==> config.mk <==
export PLATFORM = sky130hd
export DESIGN_NAME = vctr_op_strm
export DESIGN_NICKNAME = d
export VERILOG_FILES = /design/src/rtl/vctr_op_strm.sv
export SDC_FILE = /design/constraint.sdc
export NUM_CORES = 1
export LEC_CHECK = 0
export ABC_AREA = 1
export BUFFER_PORTS_ARGS = -buffer_cell sky130_fd_sc_hd__buf_2
export CAP_MARGIN = 0
export CORE_MARGIN = 2
export CORE_UTILIZATION = 45
export CTS_CLUSTER_SIZE = 8
export DETAILED_ROUTE_END_ITERATION = 16
export PLACE_DENSITY_LB_ADDON = 0.12
export SYNTH_ARGS = -nofsm -noshare
export SYNTH_HDL_FRONTEND = slang
export SYNTH_SLANG_ARGS = --single-unit
==> constraint.sdc <==
create_clock -name clk -period 10.7 [get_ports clk]
set_clock_uncertainty 0.2 [all_clocks]
set_input_delay 0.535 -clock clk [delete_from_list [all_inputs] [get_ports clk]]
set_output_delay 0.535 -clock clk [all_outputs]
set_load 0.02 [all_outputs]
==> src/rtl/vctr_op_strm.sv <==
// Element-wise operator between two streamed vectors.
// Two input FIFOs are popped in pairs into a two-stage pipeline. The pipeline applies
// ADD, SUB, ABS_DIFF or SQR_DIFF and writes the results into an output FIFO.
// Pair pops are credit-gated so that the output FIFO can never overflow.

// Circular FIFO with a registered read port. The storage array carries no reset.
module vctr_op_strm_fifo #(
  parameter int W     = 16,
  parameter int DEPTH = 4
)(
  input  logic                       clk,
  input  logic                       rst_n,
  input  logic                       wr_en,
  input  logic [W-1:0]               wr_data,
  input  logic                       rd_en,
  output logic [W-1:0]               rd_data,
  output logic [$clog2(DEPTH+1)-1:0] count
);
  localparam int PW = (DEPTH > 1) ? $clog2(DEPTH) : 1;
  localparam int CW = $clog2(DEPTH + 1);

  logic [W-1:0]  mem [DEPTH];
  logic [PW-1:0] wr_ptr_reg, rd_ptr_reg;
  logic [CW-1:0] count_reg;
  logic [W-1:0]  rd_data_reg;
  logic          do_wr, do_rd;

  assign do_wr   = wr_en && (count_reg != CW'(DEPTH));
  assign do_rd   = rd_en && (count_reg != '0);
  assign count   = count_reg;
  assign rd_data = rd_data_reg;

  // Storage write; no reset so that the array maps onto RAM.
  always_ff @(posedge clk) begin
    if (do_wr) mem[wr_ptr_reg] <= wr_data;
  end

  // Pointers, occupancy and the read register. The read register holds its value when no pop occurs.
  always_ff @(posedge clk or negedge rst_n) begin
    if (!rst_n) begin
      wr_ptr_reg  <= '0;
      rd_ptr_reg  <= '0;
      count_reg   <= '0;
      rd_data_reg <= '0;
    end else begin
      if (do_wr) wr_ptr_reg <= (wr_ptr_reg == PW'(DEPTH - 1)) ? '0 : wr_ptr_reg + PW'(1);
      if (do_rd) begin
        rd_ptr_reg  <= (rd_ptr_reg == PW'(DEPTH - 1)) ? '0 : rd_ptr_reg + PW'(1);
        rd_data_reg <= mem[rd_ptr_reg];
      end
      case ({do_wr, do_rd})
        2'b10:   count_reg <= count_reg + CW'(1);
        2'b01:   count_reg <= count_reg - CW'(1);
        default: count_reg <= count_reg;
      endcase
    end
  end
endmodule

module vctr_op_strm #(
  parameter int DATA_WIDTH    = 16,
  parameter int LENGTH_BITS   = 10,
  parameter int BUFFER_LENGTH = 4,
  parameter int SIGNED_IN     = 0
)(
  input  logic                     clk,
  input  logic                     rst_n,
  input  logic                     data_in_v1_en,
  input  logic [DATA_WIDTH-1:0]    data_in_v1,
  output logic                     data_in_v1_full,
  input  logic                     data_in_v2_en,
  input  logic [DATA_WIDTH-1:0]    data_in_v2,
  output logic                     data_in_v2_full,
  input  logic                     data_out_en,
  output logic [2*DATA_WIDTH-1:0]  data_out,
  output logic                     data_out_empty,
  input  logic [LENGTH_BITS-1:0]   vector_length,
  input  logic [1:0]               op_mode,
  input  logic                     start,
  output logic                     done,
  output logic                     idle,
  output logic                     ready
);
  localparam int   OUT_WIDTH = 2 * DATA_WIDTH;
  localparam int   EXT_W     = DATA_WIDTH + 1;
  localparam int   PAD_W     = OUT_WIDTH - EXT_W;
  localparam int   CW        = $clog2(BUFFER_LENGTH + 1);
  localparam logic SGN       = (SIGNED_IN != 0);

  typedef enum logic [1:0] {ST_IDLE, ST_COMPUTE, ST_DONE} state_t;

  state_t                  state_reg, state_next;
  logic [LENGTH_BITS-1:0]  len_reg, rd_cnt_reg, wr_cnt_reg;
  logic [1:0]              mode_reg;
  logic                    s1_valid_reg, s2_valid_reg;
  logic [OUT_WIDTH-1:0]    s2_result_reg, result;
  logic                    start_take, pair_pop, out_pop;
  logic [1:0]              in_en, can_take, in_empty;
  logic [DATA_WIDTH-1:0]   in_data [2];
  logic [DATA_WIDTH-1:0]   operand [2];
  logic [CW-1:0]           out_count;
  logic [CW:0]             occupancy;

  assign in_en      = {data_in_v2_en, data_in_v1_en};
  assign in_data[0] = data_in_v1;
  assign in_data[1] = data_in_v2;
  assign data_in_v1_full = !can_take[0];
  assign data_in_v2_full = !can_take[1];

  assign start_take = (state_reg == ST_IDLE) && start;

  // Each input channel has its own FIFO and acceptance counter; the channels are not coupled to each other.
  genvar gi;
  generate
    for (gi = 0; gi < 2; gi++) begin : g_in
      logic [CW-1:0]          in_count;
      logic [LENGTH_BITS-1:0] acc_reg;
      logic                   accept;

      assign can_take[gi] = (state_reg == ST_COMPUTE) && (in_count != CW'(BUFFER_LENGTH)) &&
                            (acc_reg < len_reg);
      assign accept       = in_en[gi] && can_take[gi];
      assign in_empty[gi] = (in_count == '0);

      vctr_op_strm_fifo #(.W(DATA_WIDTH), .DEPTH(BUFFER_LENGTH)) u_fifo (
        .clk     (clk),
        .rst_n   (rst_n),
        .wr_en   (accept),
        .wr_data (in_data[gi]),
        .rd_en   (pair_pop),
        .rd_data (operand[gi]),
        .count   (in_count)
      );

      // Count accepted writes. Once len elements have been accepted, further writes are refused.
      always_ff @(posedge clk or negedge rst_n) begin
        if (!rst_n)          acc_reg <= '0;
        else if (start_take) acc_reg <= '0;
        else if (accept)     acc_reg <= acc_reg + LENGTH_BITS'(1);
      end
    end
  endgenerate

  // Credits: results already in the output FIFO plus results still in the pipeline.
  assign occupancy = {1'b0, out_count} + {{CW{1'b0}}, s1_valid_reg} + {{CW{1'b0}}, s2_valid_reg};
  assign pair_pop  = (state_reg == ST_COMPUTE) && !in_empty[0] && !in_empty[1] &&
                     (rd_cnt_reg < len_reg) && (occupancy < (CW + 1)'(BUFFER_LENGTH));
  assign out_pop   = data_out_en && (state_reg != ST_IDLE);

  // Combinational operator on the stage-1 operands (the FIFO read registers).
  always_comb begin
    logic [EXT_W-1:0]     a_ext, b_ext, sum_ext, diff_ext, abs_ext;
    logic [OUT_WIDTH-1:0] abs_wide;
    a_ext    = SGN ? {operand[0][DATA_WIDTH-1], operand[0]} : {1'b0, operand[0]};
    b_ext    = SGN ? {operand[1][DATA_WIDTH-1], operand[1]} : {1'b0, operand[1]};
    sum_ext  = a_ext + b_ext;
    diff_ext = a_ext - b_ext;
    abs_ext  = diff_ext[EXT_W-1] ? (~diff_ext + EXT_W'(1)) : diff_ext;
    abs_wide = {{PAD_W{1'b0}}, abs_ext};
    result   = {{PAD_W{SGN & sum_ext[EXT_W-1]}}, sum_ext};
    case (mode_reg)
      2'b01:   result = {{PAD_W{diff_ext[EXT_W-1]}}, diff_ext};
      2'b10:   result = abs_wide;
      2'b11:   result = abs_wide * abs_wide;
      default: result = {{PAD_W{SGN & sum_ext[EXT_W-1]}}, sum_ext};
    endcase
  end

  // FSM state, per-vector configuration, counters and the pipeline valid/result registers.
  always_ff @(posedge clk or negedge rst_n) begin
    if (!rst_n) begin
      state_reg     <= ST_IDLE;
      len_reg       <= '0;
      mode_reg      <= '0;
      rd_cnt_reg    <= '0;
      wr_cnt_reg    <= '0;
      s1_valid_reg  <= 1'b0;
      s2_valid_reg  <= 1'b0;
      s2_result_reg <= '0;
    end else begin
      state_reg    <= state_next;
      s1_valid_reg <= pair_pop;
      s2_valid_reg <= s1_valid_reg;
      if (s1_valid_reg) s2_result_reg <= result;
      if (start_take) begin
        len_reg    <= vector_length;
        mode_reg   <= op_mode;
        rd_cnt_reg <= '0;
        wr_cnt_reg <= '0;
      end else begin
        if (pair_pop)     rd_cnt_reg <= rd_cnt_reg + LENGTH_BITS'(1);
        if (s2_valid_reg) wr_cnt_reg <= wr_cnt_reg + LENGTH_BITS'(1);
      end
    end
  end

  // Next-state logic and state flags.
  always_comb begin
    state_next = state_reg;
    idle       = 1'b0;
    ready      = 1'b0;
    done       = 1'b0;
    case (state_reg)
      ST_IDLE: begin
        idle = 1'b1;
        if (start) state_next = (vector_length == '0) ? ST_DONE : ST_COMPUTE;
      end
      ST_COMPUTE: begin
        ready = 1'b1;
        if (wr_cnt_reg == len_reg) state_next = ST_DONE;
      end
      ST_DONE: begin
        done = 1'b1;
        if (data_out_empty) state_next = ST_IDLE;
      end
      default: state_next = ST_IDLE;
    endcase
  end

  vctr_op_strm_fifo #(.W(OUT_WIDTH), .DEPTH(BUFFER_LENGTH)) u_out_fifo (
    .clk     (clk),
    .rst_n   (rst_n),
    .wr_en   (s2_valid_reg),
    .wr_data (s2_result_reg),
    .rd_en   (out_pop),
    .rd_data (data_out),
    .count   (out_count)
  );

  assign data_out_empty = (out_count == '0);
endmodule

==> results.sh, run 1 <==
export IMPL_vias_per_cell=5.18
export IMPL_cts_resized_gates=0
export IMPL_max_cap_viol_count=0
export IMPL_postPlaceCellArea_um2=29800
export IMPL_cts_sinks=429
export IMPL_dr_pass1_iters=5
export IMPL_synth_avg_cell_area_um2=9.31
export IMPL_grt_max_degree=112
export IMPL_boundaryPins=88
export IMPL_path_clk_slew_ps=50
export IMPL_rsz0062_at_grt="no"
export IMPL_status="complete, no violations"
export IMPL_nNetsFinal=3623
export IMPL_crit_family="adder cells"
export IMPL_final_antenna_net_count=0
export IMPL_grt_pass1_vias=21700
export IMPL_post_route_cells_drive_above_1_share_pct=8.92
export IMPL_die_area_um2=65500
export IMPL_final_common_cell="nand2_1"
export IMPL_synthToLayoutAreaGrowth_pct=12.1
export IMPL_overflow=0
export IMPL_chipWidth_um=256
export IMPL_htree_levels=2
export IMPL_start_util_pct=45.4
export IMPL_seq_area_um2=12000
export IMPL_r2r_setup_slack_ps=1680
export IMPL_cts_root_buf="clkbuf_16"
export IMPL_final_cell_mix="604 x nand2_1, 466 x inv_1, 279 x nor2_1, 256 x edfxtp_1, 244 x o21ai_0"
export IMPL_synth_seq_cells=429
export IMPL_clock_path_buffers=3
export IMPL_synth_seq_area_share_pct=42.1
export IMPL_core_area_um2=63000
export IMPL_drt_iter0_drc=1434
export IMPL_path_buf_inv=8
export IMPL_fin_crit_ps=9020
export IMPL_num_rows=92
export IMPL_syn_area_um2=28600
export IMPL_synth_edf_count=256
export IMPL_endpoint_kind="flop"
export IMPL_wl_um=72900
export IMPL_routabilityCongestion=0.910
export IMPL_tightest_slew_ps=1140
export IMPL_setup_viol=0
export IMPL_vias=21200
export IMPL_tns_ps=0
export IMPL_finalHoldViolCount=0
export IMPL_post_route_period_util_pct=84.3
export IMPL_remaining_drc_errors=0
export IMPL_drt_wirelength_per_cell_um=17.8
export IMPL_ys_async_sr_fraction_pct=40.3
export IMPL_synth_distinct_cells=62
export IMPL_required_ps=11010
export IMPL_n_antenna_cell=0
export IMPL_yosys_warnings=0
export IMPL_cts_tree="built"
export IMPL_cts_inserted_buffers=59
export IMPL_multi_input_area_um2=14200
export IMPL_insertion_delay_ps=630
export IMPL_fin_area_um2=32000
export IMPL_antenna_found_initial=0
export IMPL_fillers=5880
export IMPL_startpoint_type="flop"
export IMPL_io_buffers=87
export IMPL_grt_pass1_wl_um=118000
export IMPL_synth_cells=3068
export IMPL_grtUsageTotal_pct=22.4
export IMPL_crit_type="reg2reg"
export IMPL_crit_fanout=21
export IMPL_die_y_um=256
export IMPL_slew_violations=0
export IMPL_crit_path_frequent_cell="nand2_1"
export IMPL_place_hpwl_um=53400
export IMPL_max_stage_delay_ps=550
export IMPL_max_freq_mhz=111
export IMPL_hold_path_class="in2reg"
export IMPL_reg_top3="g_in.u_fifo.mem (128), u_out_fifo.mem (128)"
export IMPL_slew_headroom_pct=23.9
export IMPL_cpMaxStageDelayCell="fa_1"
export IMPL_synth_ff_type="edfxtp_1"
export IMPL_cp_arrival_ps=9330
==> final timing paths <==
check | from | end | depth (start not counted)
min in group asynchronous | rst_n | g_in[0].acc_reg[3]$_DFFE_PN0P_ | 2
worst min register to register | u_out_fifo.rd_data[30]$_DFFE_PN0P_ | u_out_fifo.rd_data[30]$_DFFE_PN0P_ | 2
worst max-delay path | g_in[0].u_fifo.rd_data[0]$_DFFE_PN0P_ | s2_result_reg[24]$_DFFE_PN0P_ | 41
worst min-delay path | start | state_reg[0]$_DFFE_PN0P_ | 4
worst max register to register | g_in[0].u_fifo.rd_data[0]$_DFFE_PN0P_ | s2_result_reg[24]$_DFFE_PN0P_ | 41
max in group asynchronous | rst_n | u_out_fifo.rd_ptr_reg[0]$_DFFE_PN0P_ | 3
==> cell type report <==
type	count	area share, %
Multi-Input combinational cell	2043	44.4
Sequential cell	429	37.5
Inverter	507	5.96
Clock buffer	102	5.15
Timing Repair Buffer	156	3.36
Tap cell	846	3.31
Clock inverter	3	0.250
==> worst register-to-register path: cells and delay by family (launching register included) <==
family | cells | cell delay (ps)
flops | 1 | 350
xor+xnor | 1 | 480
buf+inv | 8 | 1020
fa+ha+maj | 9 | 4000
simple gates | 19 | 2050
compound gates | 4 | 850
==> Yosys cell counts (31+ instances only) <==
cell	instances	share of area (%)
a21oi_1	124	2.2
xor2_1	31	0.95
nand2_1	604	7.9
o22ai_1	51	1.1
dfrtp_1	173	15
nor2_1	284	3.7
edfxtp_1	256	27
inv_1	466	6.1
inv_2	37	0.49
nand3_1	85	1.5
clkbuf_1	65	0.85
o21ai_0	244	4.3
nor3_1	32	0.56
fa_1	196	14
ha_1	181	7.9
==> per-stage QoR <==
stage / util, % / hold slack [ps] / setup WS [ps] / instances
2_1_floorplan: - / 39.4 / 3260 / 3077
3_3_place_gp: 47.4 / 258 / 1790 / 3936
3_5_place_dp: 47.4 / 261 / 1690 / 3936
4_1_cts: 50.8 / 149 / 1670 / 4086
5_1_grt: 50.8 / 219 / 1090 / 4086
6_report: 50.8 / 168 / 1680 / 4086
==> repair_timing <==
| action | CTS | global route |
|---|---|---|
| setup buffers | 0 | 0 |
| hold buffers | 45 | 0 |
| hold endpoints to repair | 250 | 0 |
==> layer usage <==
layer	up-vias	wire [µm]	global-route usage, %
met4	0	1350	5.02
met5	-	0	0
li1	10200	-	-
met1	10500	32700	30.3
met2	357	36400	39.1
met3	82	2430	2.29
==> cell families after synthesis <==
logic type | share of synthesized area [%]
AOI/OAI and AO/OA | 10.0
xor gates and xnor gates | 1.44
adders and majority gates | 21.7
buffers and inverters | 8.32
DFF | 42.1
other | 0.0263
and+or+nand+nor | 16.4
Power of run 1 is left out: the tool's default activity adds up to more than one toggle a clock period on the data nets, which glitch-free logic cannot reach.
==> run 2: changes to the inputs <==
--- a/config.mk
+++ b/config.mk
@@ -5,7 +5,7 @@
 export SDC_FILE = /design/constraint.sdc
 export NUM_CORES = 1
 export LEC_CHECK = 0
-export ABC_AREA = 1
+export ABC_AREA = 0
 export BUFFER_PORTS_ARGS = -buffer_cell sky130_fd_sc_hd__buf_2
 export CAP_MARGIN = 0
 export CORE_MARGIN = 2
==> constraint.sdc (replaced) <==
create_clock -name clk -period 8.37 [get_ports clk]
set_clock_uncertainty 0.2 [all_clocks]
set_input_delay 0.4185 -clock clk [delete_from_list [all_inputs] [get_ports clk]]
set_output_delay 0.4185 -clock clk [all_outputs]
set_load 0.02 [all_outputs]
==> run 2 against run 1 <==
  * Register-to-register slack worse by 2000 ps
  * Highest routed layer unchanged
  * Die area is 3.5% lower
  * Synthesized cell count is 26% lower
  * First-iteration DRC count is 26% lower
  * Clock-buffer cell count is 3 lower
  * The run now ends with setup timing left
  * Final area is 7.2% higher
  * Hold slack worse by 130 ps
  * Utilization is 5.9 points higher
  * Via count is 14% lower
  * Wire length is 9.3% lower
  * Setup slack worse by 2000 ps
==> results.sh, run 2 <==
export IMPL_cts_root_buf="clkbuf_16"
export IMPL_reg_top3="g_in.u_fifo.mem (128), u_out_fifo.mem (128)"
export IMPL_nNetsFinal=3149
export IMPL_synth_distinct_cells=80
export IMPL_synth_area_top_cells="edfxtp_1 28%, dfrtp_1 16%, fa_1 14%, ha_1 8.2%, mux4_2 5.8%"
export IMPL_crit_fanout=5
export IMPL_synthToLayoutAreaGrowth_pct=24.6
export IMPL_hold_depth=4
export IMPL_synthSimpleGateAreaFrac_pct=8.03
export IMPL_cts_inserted_buffers=60
export IMPL_die_area_um2=63200
export IMPL_synth_xor_area_share_pct=3.53
export IMPL_vias=18300
export IMPL_num_rows=90
export IMPL_synth_seq_cells=429
export IMPL_synth_cells=2270
export IMPL_cpMaxStageDelayCell="or4_4"
export IMPL_die_y_um=251
export IMPL_ys_top_cells_by_count="352 x inv_1, 256 x edfxtp_1, 196 x fa_1"
export IMPL_fin_cells=3547
export IMPL_vias_per_cell=5.16
export IMPL_path_buf_inv=11
export IMPL_finalHoldViolCount=0
export IMPL_tightest_slew_ps=1110
export IMPL_grt_pass1_vias=19600
export IMPL_grtUsageTotal_pct=21.4
export IMPL_antenna_found_initial=0
export IMPL_tns_ps=-1230
export IMPL_crit_type="reg2reg"
export IMPL_fillers=4967
export IMPL_slew_headroom_pct=26.3
export IMPL_io_buffers=87
export IMPL_cts_sinks=429
export IMPL_core_area_um2=60500
export IMPL_dp_cells=3361
export IMPL_synth_seq_area_share_pct=43.6
export IMPL_boundaryPins=88
export IMPL_setup_ws_ps=-280
export IMPL_cp_arrival_ps=8970
export IMPL_slew_violations=0
export IMPL_chipWidth_um=251
export IMPL_failed_checks="setup timing"
export IMPL_synth_top_area_cell="edfxtp_1"
export IMPL_place_hpwl_um=48600
export IMPL_grt_pass1_wl_um=107000
export IMPL_syn_area_um2=27500
export IMPL_cts_tree="built"
export IMPL_yosysTopAreaCellShare_pct=27.9
export IMPL_clock_path_buffers=3
export IMPL_final_common_cell="inv_1"
export IMPL_status="complete, but fails checks"
export IMPL_n_antenna_cell=0
export IMPL_hold_path_class="in2reg"
export IMPL_grt_max_degree=70
export IMPL_htree_levels=2
export IMPL_synth_top_family_by_area="adder cells"
export IMPL_synthMuxAreaShare_pct=9.39
export IMPL_rsz0062_at_grt="yes"
export IMPL_synth_ff_type="edfxtp_1"
export IMPL_wl_um=66100
export IMPL_multi_input_area_um2=14800
export IMPL_startpoint_type="flop"
export IMPL_yosysMostFrequentCell="inv_1"
export IMPL_synth_compound_area_share_pct=6.99
export IMPL_fin_util_pct=56.8
export IMPL_setup_viol=8
export IMPL_r2r_setup_slack_ps=-280
export IMPL_insertion_delay_ps=610
export IMPL_required_ps=8690
export IMPL_yosys_warnings=0
export IMPL_seq_area_um2=12000
export IMPL_max_freq_mhz=116
export IMPL_final_antenna_net_count=0
export IMPL_r2r_end="s2_result_reg[25]$_DFFE_PN0P_"
export IMPL_r2r_start="g_in[0].u_fifo.rd_data[3]$_DFFE_PN0P_"
export IMPL_post_route_cells_drive_above_1_share_pct=28.7
export IMPL_drt_wirelength_per_cell_um=18.6
export IMPL_synth_adder_area_share_pct=22.5
export IMPL_overflow=0
export IMPL_final_cell_mix="333 x inv_1, 299 x buf_4, 256 x edfxtp_1, 183 x fa_1, 172 x dfrtp_1"
export IMPL_whs_endpoint="state_reg[1]$_DFFE_PN0P_"
export IMPL_fin_crit_ps=8650
export IMPL_ys_async_sr_fraction_pct=40.3
export IMPL_start_util_pct=45.6
export IMPL_crit_family="adder cells"
export IMPL_routabilityCongestion=0.884
export IMPL_endpoint_kind="flop"
export IMPL_max_stage_delay_ps=590
export IMPL_reg2regPathDepth=38
export IMPL_path_clk_slew_ps=50
export IMPL_synth_avg_cell_area_um2=12.1
export IMPL_post_route_period_util_pct=103
export IMPL_remaining_drc_errors=0
export IMPL_worstHoldStart="start"
export IMPL_dr_pass1_iters=6
export IMPL_drt_iter0_drc=1063
export IMPL_max_cap_viol_count=0
export IMPL_synth_edf_count=256
[run 2: logic make-up after synthesis]
family	after synthesis
other cells	2
mux	160
flops	429
compound gates	293
xor+xnor	109
fa+ha+maj	377
buf+inv	433
simple gates	467
[run 2: how the worst max path moves through the flow]
stage	from	to	slack, ps	depth (start not counted)
floorplan	g_in[0].u_fifo.rd_data[0]$_DFFE_PN0P_	s2_result_reg[23]$_DFFE_PN0P_	-5	32
global placement	g_in[0].u_fifo.rd_data[0]$_DFFE_PN0P_	s2_result_reg[30]$_DFFE_PN0P_	-550	35
detailed placement	g_in[1].u_fifo.rd_data[1]$_DFFE_PN0P_	s2_result_reg[30]$_DFFE_PN0P_	-640	33
CTS	g_in[0].u_fifo.rd_data[0]$_DFFE_PN0P_	s2_result_reg[31]$_DFFE_PN0P_	-300	35
global route	g_in[0].u_fifo.rd_data[0]$_DFFE_PN0P_	s2_result_reg[25]$_DFFE_PN0P_	-640	40
finish	g_in[0].u_fifo.rd_data[3]$_DFFE_PN0P_	s2_result_reg[25]$_DFFE_PN0P_	-280	38
[run 2: timing repair]
item | 4_1_cts | 5_1_grt
hold buffers | 45 | 0
endpoints found under the hold margin | 209 | 0
gates cloned | 1 | 0
gates resized for setup | 92 | 79
buffers inserted | 22 | 17
pin swaps | 83 | 85
setup endpoints to repair | 18 | 20
[run 2: cell type report]
| cell class | instances | share of cell area, % |
|---|---|---|
| Multi-Input combinational cell | 1418 | 43.2 |
| Sequential cell | 429 | 35.0 |
| Timing Repair Buffer | 454 | 10.0 |
| Clock buffer | 99 | 4.80 |
| Inverter | 359 | 3.96 |
| Tap cell | 782 | 2.85 |
| Clock inverter | 6 | 0.193 |
[run 2: layer usage]
metal	routed length (µm)	GRT usage, %	part of all wire [%]	up-vias
met5	0	0	0	-
met4	1440	5.43	2.2	0
met3	2060	2.43	3.1	86
met2	33600	38.0	51	325
met1	29000	28.1	44	9219
li1	-	-	-	8667
[run 2: worst min-delay path, cell delays in order]
cell	delay, ps
buf_2	100
a21oi_1	60
nor2_1	80
a22o_1	130
[run 2: metrics by stage]
| step | hold WS [ps] | setup WS [ps] | instance area (µm²) |
|---|---|---|---|
| floorplan | -77.1 | -4.54 | 27800 |
| global placement | 264 | -552 | 31100 |
| detailed placement | 279 | -645 | 31100 |
| CTS | 10.4 | -297 | 33900 |
| global route | 71.6 | -639 | 34300 |
| finish | 37.3 | -280 | 34300 |
Power of run 2 is left out for the same reason.
